<file path="src/rtl/pool_win_collect_pkg.sv">
// Shared constants and FSM encoding for the 2x2 max-pool stage.
package pool_pkg;

    localparam int POOL_NWIN  = 9;
    localparam int POOL_DW    = 8;
    localparam int POOL_CNT_W = 4;

    typedef enum logic [1:0] {
        ST_IDLE = 2'd0,
        ST_RUN  = 2'd1,
        ST_DONE = 2'd2
    } pool_state_t;

endpackage

</file>
<file path="src/rtl/pool_win_collect_if.sv">
// Pooled-map output handshake: complete vector qualified by out_valid.
interface pool_win_collect_if #(
    parameter int NWIN = pool_pkg::POOL_NWIN,
    parameter int DW   = pool_pkg::POOL_DW
);
    logic [NWIN*DW-1:0] pool_lin;
    logic               out_valid;
    logic               out_ready;

    modport master (output pool_lin, output out_valid, input  out_ready);
    modport slave  (input  pool_lin, input  out_valid, output out_ready);
endinterface

</file>
<file path="src/rtl/pool_max4.sv">
// Combinational maximum of four values; signed or unsigned compare.
module pool_max4 #(
    parameter int DW     = 8,
    parameter bit SIGNED = 1'b0
) (
    input  logic [DW-1:0] a,
    input  logic [DW-1:0] b,
    input  logic [DW-1:0] c,
    input  logic [DW-1:0] d,
    output logic [DW-1:0] m
);

    function automatic logic [DW-1:0] max2(input logic [DW-1:0] x, input logic [DW-1:0] y);
        if (SIGNED)
            return ($signed(x) > $signed(y)) ? x : y;
        else
            return (x > y) ? x : y;
    endfunction

    assign m = max2(max2(a, b), max2(c, d));

endmodule

</file>
<file path="src/rtl/pool_win_collect.sv">
// Steps the window index through one pooled map, reduces each 2x2 window
// to its maximum and hands the packed result downstream.
module pool_win_collect
    import pool_pkg::*;
#(
    parameter int NWIN   = POOL_NWIN,
    parameter int DW     = POOL_DW,
    parameter bit SIGNED = 1'b0
) (
    input  logic                  clk,
    input  logic                  rst_n,
    input  logic                  start,
    output logic [POOL_CNT_W-1:0] cnt,
    input  logic [DW-1:0]         conv0,
    input  logic [DW-1:0]         conv1,
    input  logic [DW-1:0]         conv2,
    input  logic [DW-1:0]         conv3,
    pool_win_collect_if.master    out_if,
    output logic                  busy
);

    localparam int CNT_W = POOL_CNT_W;
    localparam logic [CNT_W-1:0] CNT_LAST = CNT_W'(NWIN - 1);

    pool_state_t        state_q, state_d;
    logic [CNT_W-1:0]   cnt_q, cnt_d;
    logic               wr_en;
    logic [DW-1:0]      win_max;
    logic [NWIN*DW-1:0] pool_q;

    pool_max4 #(.DW(DW), .SIGNED(SIGNED)) u_max4 (
        .a (conv0),
        .b (conv1),
        .c (conv2),
        .d (conv3),
        .m (win_max)
    );

    // State and window index registers.
    always_ff @(posedge clk or negedge rst_n) begin
        if (!rst_n) begin
            state_q <= ST_IDLE;
            cnt_q   <= '0;
        end else begin
            state_q <= state_d;
            cnt_q   <= cnt_d;
        end
    end

    // Next-state, next index and slot write enable.
    always_comb begin
        state_d = state_q;
        cnt_d   = '0;
        wr_en   = 1'b0;
        unique case (state_q)
            ST_IDLE: begin
                if (start) state_d = ST_RUN;
            end
            ST_RUN: begin
                wr_en = 1'b1;
                if (cnt_q == CNT_LAST) begin
                    state_d = ST_DONE;
                end else begin
                    cnt_d = cnt_q + 1'b1;
                end
            end
            ST_DONE: begin
                if (out_if.out_ready) state_d = ST_IDLE;
            end
            default: state_d = ST_IDLE;
        endcase
    end

    // Write the current window maximum into its slot; other slots hold.
    always_ff @(posedge clk or negedge rst_n) begin
        if (!rst_n) begin
            pool_q <= '0;
        end else if (wr_en) begin
            for (int unsigned k = 0; k < NWIN; k++) begin
                if (cnt_q == CNT_W'(k)) pool_q[k*DW +: DW] <= win_max;
            end
        end
    end

    assign cnt              = cnt_q;
    assign out_if.pool_lin  = pool_q;
    assign out_if.out_valid = (state_q == ST_DONE);
    assign busy             = (state_q != ST_IDLE);

endmodule

</file>
<file path="src/flat_wrapper.sv">
// flat-port wrapper written by rule: the top's interface ports become plain ports
module pool_win_collect_flat import pool_pkg::*;
#(
    parameter int NWIN   = POOL_NWIN,
    parameter int DW     = POOL_DW,
    parameter bit SIGNED = 1'b0
)
  (clk, rst_n, start, cnt, conv0, conv1, conv2, conv3, busy, out_if_pool_lin, out_if_out_valid, out_if_out_ready);
  pool_win_collect_if #(.NWIN(NWIN), .DW(DW)) out_if_i ();
  input  logic clk;
  input  logic rst_n;
  input  logic start;
  output logic [POOL_CNT_W-1:0] cnt;
  input  logic [DW-1:0] conv0;
  input  logic [DW-1:0] conv1;
  input  logic [DW-1:0] conv2;
  input  logic [DW-1:0] conv3;
  output logic busy;
  output wire logic [$bits(out_if_i.pool_lin)-1:0] out_if_pool_lin;
  output wire logic [$bits(out_if_i.out_valid)-1:0] out_if_out_valid;
  input wire logic [$bits(out_if_i.out_ready)-1:0] out_if_out_ready;
  assign out_if_pool_lin = out_if_i.pool_lin;
  assign out_if_out_valid = out_if_i.out_valid;
  assign out_if_i.out_ready = out_if_out_ready;
  pool_win_collect #(.NWIN(NWIN), .DW(DW), .SIGNED(SIGNED)) u_core (.clk(clk), .rst_n(rst_n), .start(start), .cnt(cnt), .conv0(conv0), .conv1(conv1), .conv2(conv2), .conv3(conv3), .out_if(out_if_i), .busy(busy));
endmodule
</file>
<file path="config.mk">
export PLATFORM = sky130hd
export DESIGN_NAME = pool_win_collect_flat
export DESIGN_NICKNAME = d
export VERILOG_FILES = /design/src/rtl/pool_win_collect_pkg.sv /design/src/rtl/pool_win_collect_if.sv /design/src/rtl/pool_max4.sv /design/src/rtl/pool_win_collect.sv /design/src/flat_wrapper.sv
export SDC_FILE = /design/constraint.sdc
export NUM_CORES = 1
export LEC_CHECK = 0
export ABC_AREA = 1
export BUFFER_PORTS_ARGS = -buffer_cell sky130_fd_sc_hd__buf_4
export CORE_ASPECT_RATIO = 1.2
export CORE_MARGIN = 2
export CORE_UTILIZATION = 50
export CTS_CLUSTER_DIAMETER = 200
export DETAILED_ROUTE_END_ITERATION = 7
export GPL_TIMING_DRIVEN = 1
export HOLD_SLACK_MARGIN = 0.15
export PLACE_DENSITY_LB_ADDON = 0.08
export REMOVE_ABC_BUFFERS = 1
export SYNTH_ARGS = -nofsm -noshare
export SYNTH_HDL_FRONTEND = slang
export SYNTH_SLANG_ARGS = --single-unit
</file>
<file path="constraint.sdc">
create_clock -name clk -period 1.7 [get_ports clk]
set_input_delay 0.085 -clock clk [delete_from_list [all_inputs] [get_ports clk]]
set_output_delay 0.085 -clock clk [all_outputs]
set_load 0.02 [all_outputs]
</file>
==> results.cfg <==
[power]
power_density_mw_per_mm2 = 1770
internal-power_uw = 6640
combinationalPowerShare_pct = 60.7
power_leakage_uw = 0.00370
irDropWorstVdd_mv = 1.20
seqPwrFrac_pct = 26.7
power.share.switching_pct = 50.4
switchingPower_uw = 6730
pwr-share-clk_pct = 12.6

[worst_setup_path]
cp_common_cell = nand2_2
crit_path_max_incr_delay_ns = 0.31
critPathMaxFanout = 8
required_ns = 1.95
crit_path_top_delay_cell = ha_4
cp_num_buf_inv = 5
crit_type = in -> reg
cp_top_family = simple AND/OR/NAND/NOR gates
worst_ep_arrival_time_ns = 2.97
crit_chain = buf_4 -> inv_1 -> ha_2 -> inv_2 -> nand2_2 -> nand2_2 -> nand2_2 -> nand2_2 -> nand2_2 -> nand2_4 -> nand2_8 -> nand2_2 -> and2_4 -> ha_4 -> nand2_2 -> a21oi_2 -> nor2_2 -> buf_4 -> a21oi_4 -> buf_8 -> nand3_4 -> nand3_2 -> nand2_1
setup.worst_path.start_class = primary input
crit_path_end_kind = register

[clock_tree]
clock_latency_ns = 0.39
cts.clk_slew.worst_paths_ns = 0.10
cts_sinks = 78
root_buffer = clkbuf_8
cts_tree = yes
clk_path_buf_depth = 2
htreeDepth = 3
cts_buffers = 9

[timing]
relSlewSlack_pct = 58.9
timing.fmax_mhz = 368
final_max_slew_viol_count = 0
layout_setup_ws_ns = -1.02
hold_violations = 0
min_period_ns = 2.72
setup_viol = 72
skew_ns = 0.0213
grt_setup_unrepaired = yes
tightest_slew_ns = 0.615
fin_hold_ws_ns = 0.233
fin_crit_sh_pct = 160

[finish]
areaGrowthSynthToFinish_pct = 81.2
mostFrequentLayoutCell = buf_4
fin_util_pct = 93.3
final_cells = 852
finalNetCount = 816
seqCellArea_mm2 = 0.00195
multi_input_comb_area_mm2 = 0.00330
drive_gt1_share_pct = 58.3
final_cell_mix = buf_4 (180), nand2_1 (165), nand3_2 (80), dfrtp_1 (78), nand3_4 (33)
num-fill-cells = 269

[min_path]
hold_class = in -> async

[floorplan]
rows = 36
core_area_mm2 = 0.00811
die_y_um = 104
start_util_pct = 51.5
io_pins = 114
dieArea_mm2 = 0.00910
die_w_um = 87.4

[route]
wl_per_cell_um = 28.9
drt-vias-per-instance = 6.90
ant_nets = 0
first_pass_iters = 8
drt_iter0_drc = 1118
vias = 5878
finalWirelength_um = 24700
drcViolationCount = 21

[synth]
synth_top_area_share_pct = 46.7
yosysWarnings = 0
async_flop_share_pct = 100
yosys.area.top_type = dfrtp_1
yosys-top-cells-area = dfrtp_1 (47%), nand2_1 (18%), nand3_1 (11%), ha_1 (8.4%), inv_1 (4.0%)
syn_avg_cell_area_um2 = 8.14
seq_area_frac_synth_pct = 46.7
synth_edf_count = 0
synthDistinctLibCells = 22
dominantRegCellSynth = dfrtp_1
netlist_area_mm2 = 0.00418
netlist_instances = 513
ys_ff_latch = 78

[grt]
grt_start_max_net_pins = 40
grt_overflow_total = 0
antenna_found_initial = 0
grt_pass1_vias = 5486
grt_use_total_pct = 42.9
grt_pass1_wl_um = 29200

[place]
dpl.cell_count = 805
gp_congestion = 0.883
hpwl_um = 9750
io_buffers = 113

[outcome]
status = finished with violations
failed_checks = DRC, setup timing

[job]
cap_violations = 0
-- sequential cells by signal (all words and copies together) (netlist names) --
name / count
u_core.state_q: 2
u_core.out_if.pool_lin: 72
u_core.cnt: 4
-- worst reg2reg max path, cell delays in order (launching register included) --
cell and delay (ns):
dfrtp_1 0.46, inv_1 0.11, nor2_1 0.20, inv_1 0.20, nor2_2 0.52, inv_1 0.31
nand2_1 0.17, nand2_1 0.07
-- cells by family (layout without fill, tap and decap cells) --
kind of cell / Yosys count / count (layout) / share of synthesized area, %
buffers and inverters: 45 / 274 / 4.04
flip-flops: 78 / 78 / 46.7
AO/OA/AOI/OAI: 13 / 13 / 2.37
adder cells (fa/ha/maj): 28 / 28 / 8.39
XOR/XNOR: 2 / 2 / 0.419
AND/OR/NAND/NOR: 347 / 361 / 38.0
other: 0 / 1 / 0
-- path summary, 6_finish.rpt --
kind | from | endpoint | slack, ns | cells after the start
min in group clk | conv1[0] | u_core.out_if.pool_lin[16] | 0.38 | 6
setup reg to reg | u_core.cnt[2] | u_core.out_if.pool_lin[57] | -0.46 | 7
max in group asynchronous | rst_n | u_core.cnt[3] | 0.83 | 3
hold / removal | rst_n | u_core.out_if.pool_lin[33] | 0.23 | 2
setup / recovery | conv2[0] | u_core.out_if.pool_lin[38] | -1.02 | 23
hold reg to reg | u_core.out_if.pool_lin[66] | u_core.out_if.pool_lin[66] | 0.49 | 2
-- cell usage after synthesis (2+ instances only) --
cell type  count
nand2_1      203
nand3_1       91
dfrtp_1       78
inv_1         44
ha_1          28
nand3_2       16
nor2_1        15
nor2_2         9
and2_1         8
a21oi_1        7
nand2_2        2
nand4_2        2
-- through the flow --
step	worst slack (ns)	TNS (ns)	area, um^2	power [uW]
after floorplan	-0.895	-64.43	4180	6530
after global placement	-1.32	-88.28	5810	9160
after detailed placement	-1.36	-92.03	5810	9310
after CTS	-0.607	-40.96	7120	11700
after global routing	-1.08	-69.94	7560	13700
final	-1.02	-65.69	7570	13400
-- what timing repair did --
item	in CTS	in global routing
setup endpoints to repair	72	72
cloned	10	7
buffers inserted	8	6
resized for setup	178	82
hold buffers	3	0
endpoints found under the hold margin	69	0
pin swaps	77	77
-- power groups by stage --
| stage | clock network [uW] | logic (uW) | registers (uW) |
|---|---|---|---|
| global route | 1710 | 8390 | 3570 |
| floorplan | 0 | 2100 | 4430 |
| global placement | 0 | 5740 | 3420 |
| finish | 1680 | 8120 | 3570 |
| detailed placement | 0 | 5870 | 3440 |
| CTS | 1570 | 6740 | 3430 |
-- cell type report --
cell class	instances	share of cell area, %
Inverter	45	2.36
Sequential cell	78	25.8
Multi-Input combinational cell	404	43.6
Timing Repair Buffer	214	23.7
Antenna cell	1	0.0331
Clock inverter	3	0.893
Clock buffer	12	2.05
Tap cell	95	1.57
-- layer usage --
metal	vias to the layer above	GRT usage, %	part of all wire (%)
met5	-	2.42	0
met4	0	35.3	13
met3	322	12.2	14
met2	721	68.0	43
met1	2659	45.9	30
li1	2176	-	-
(Power assumes the default switching activity.)
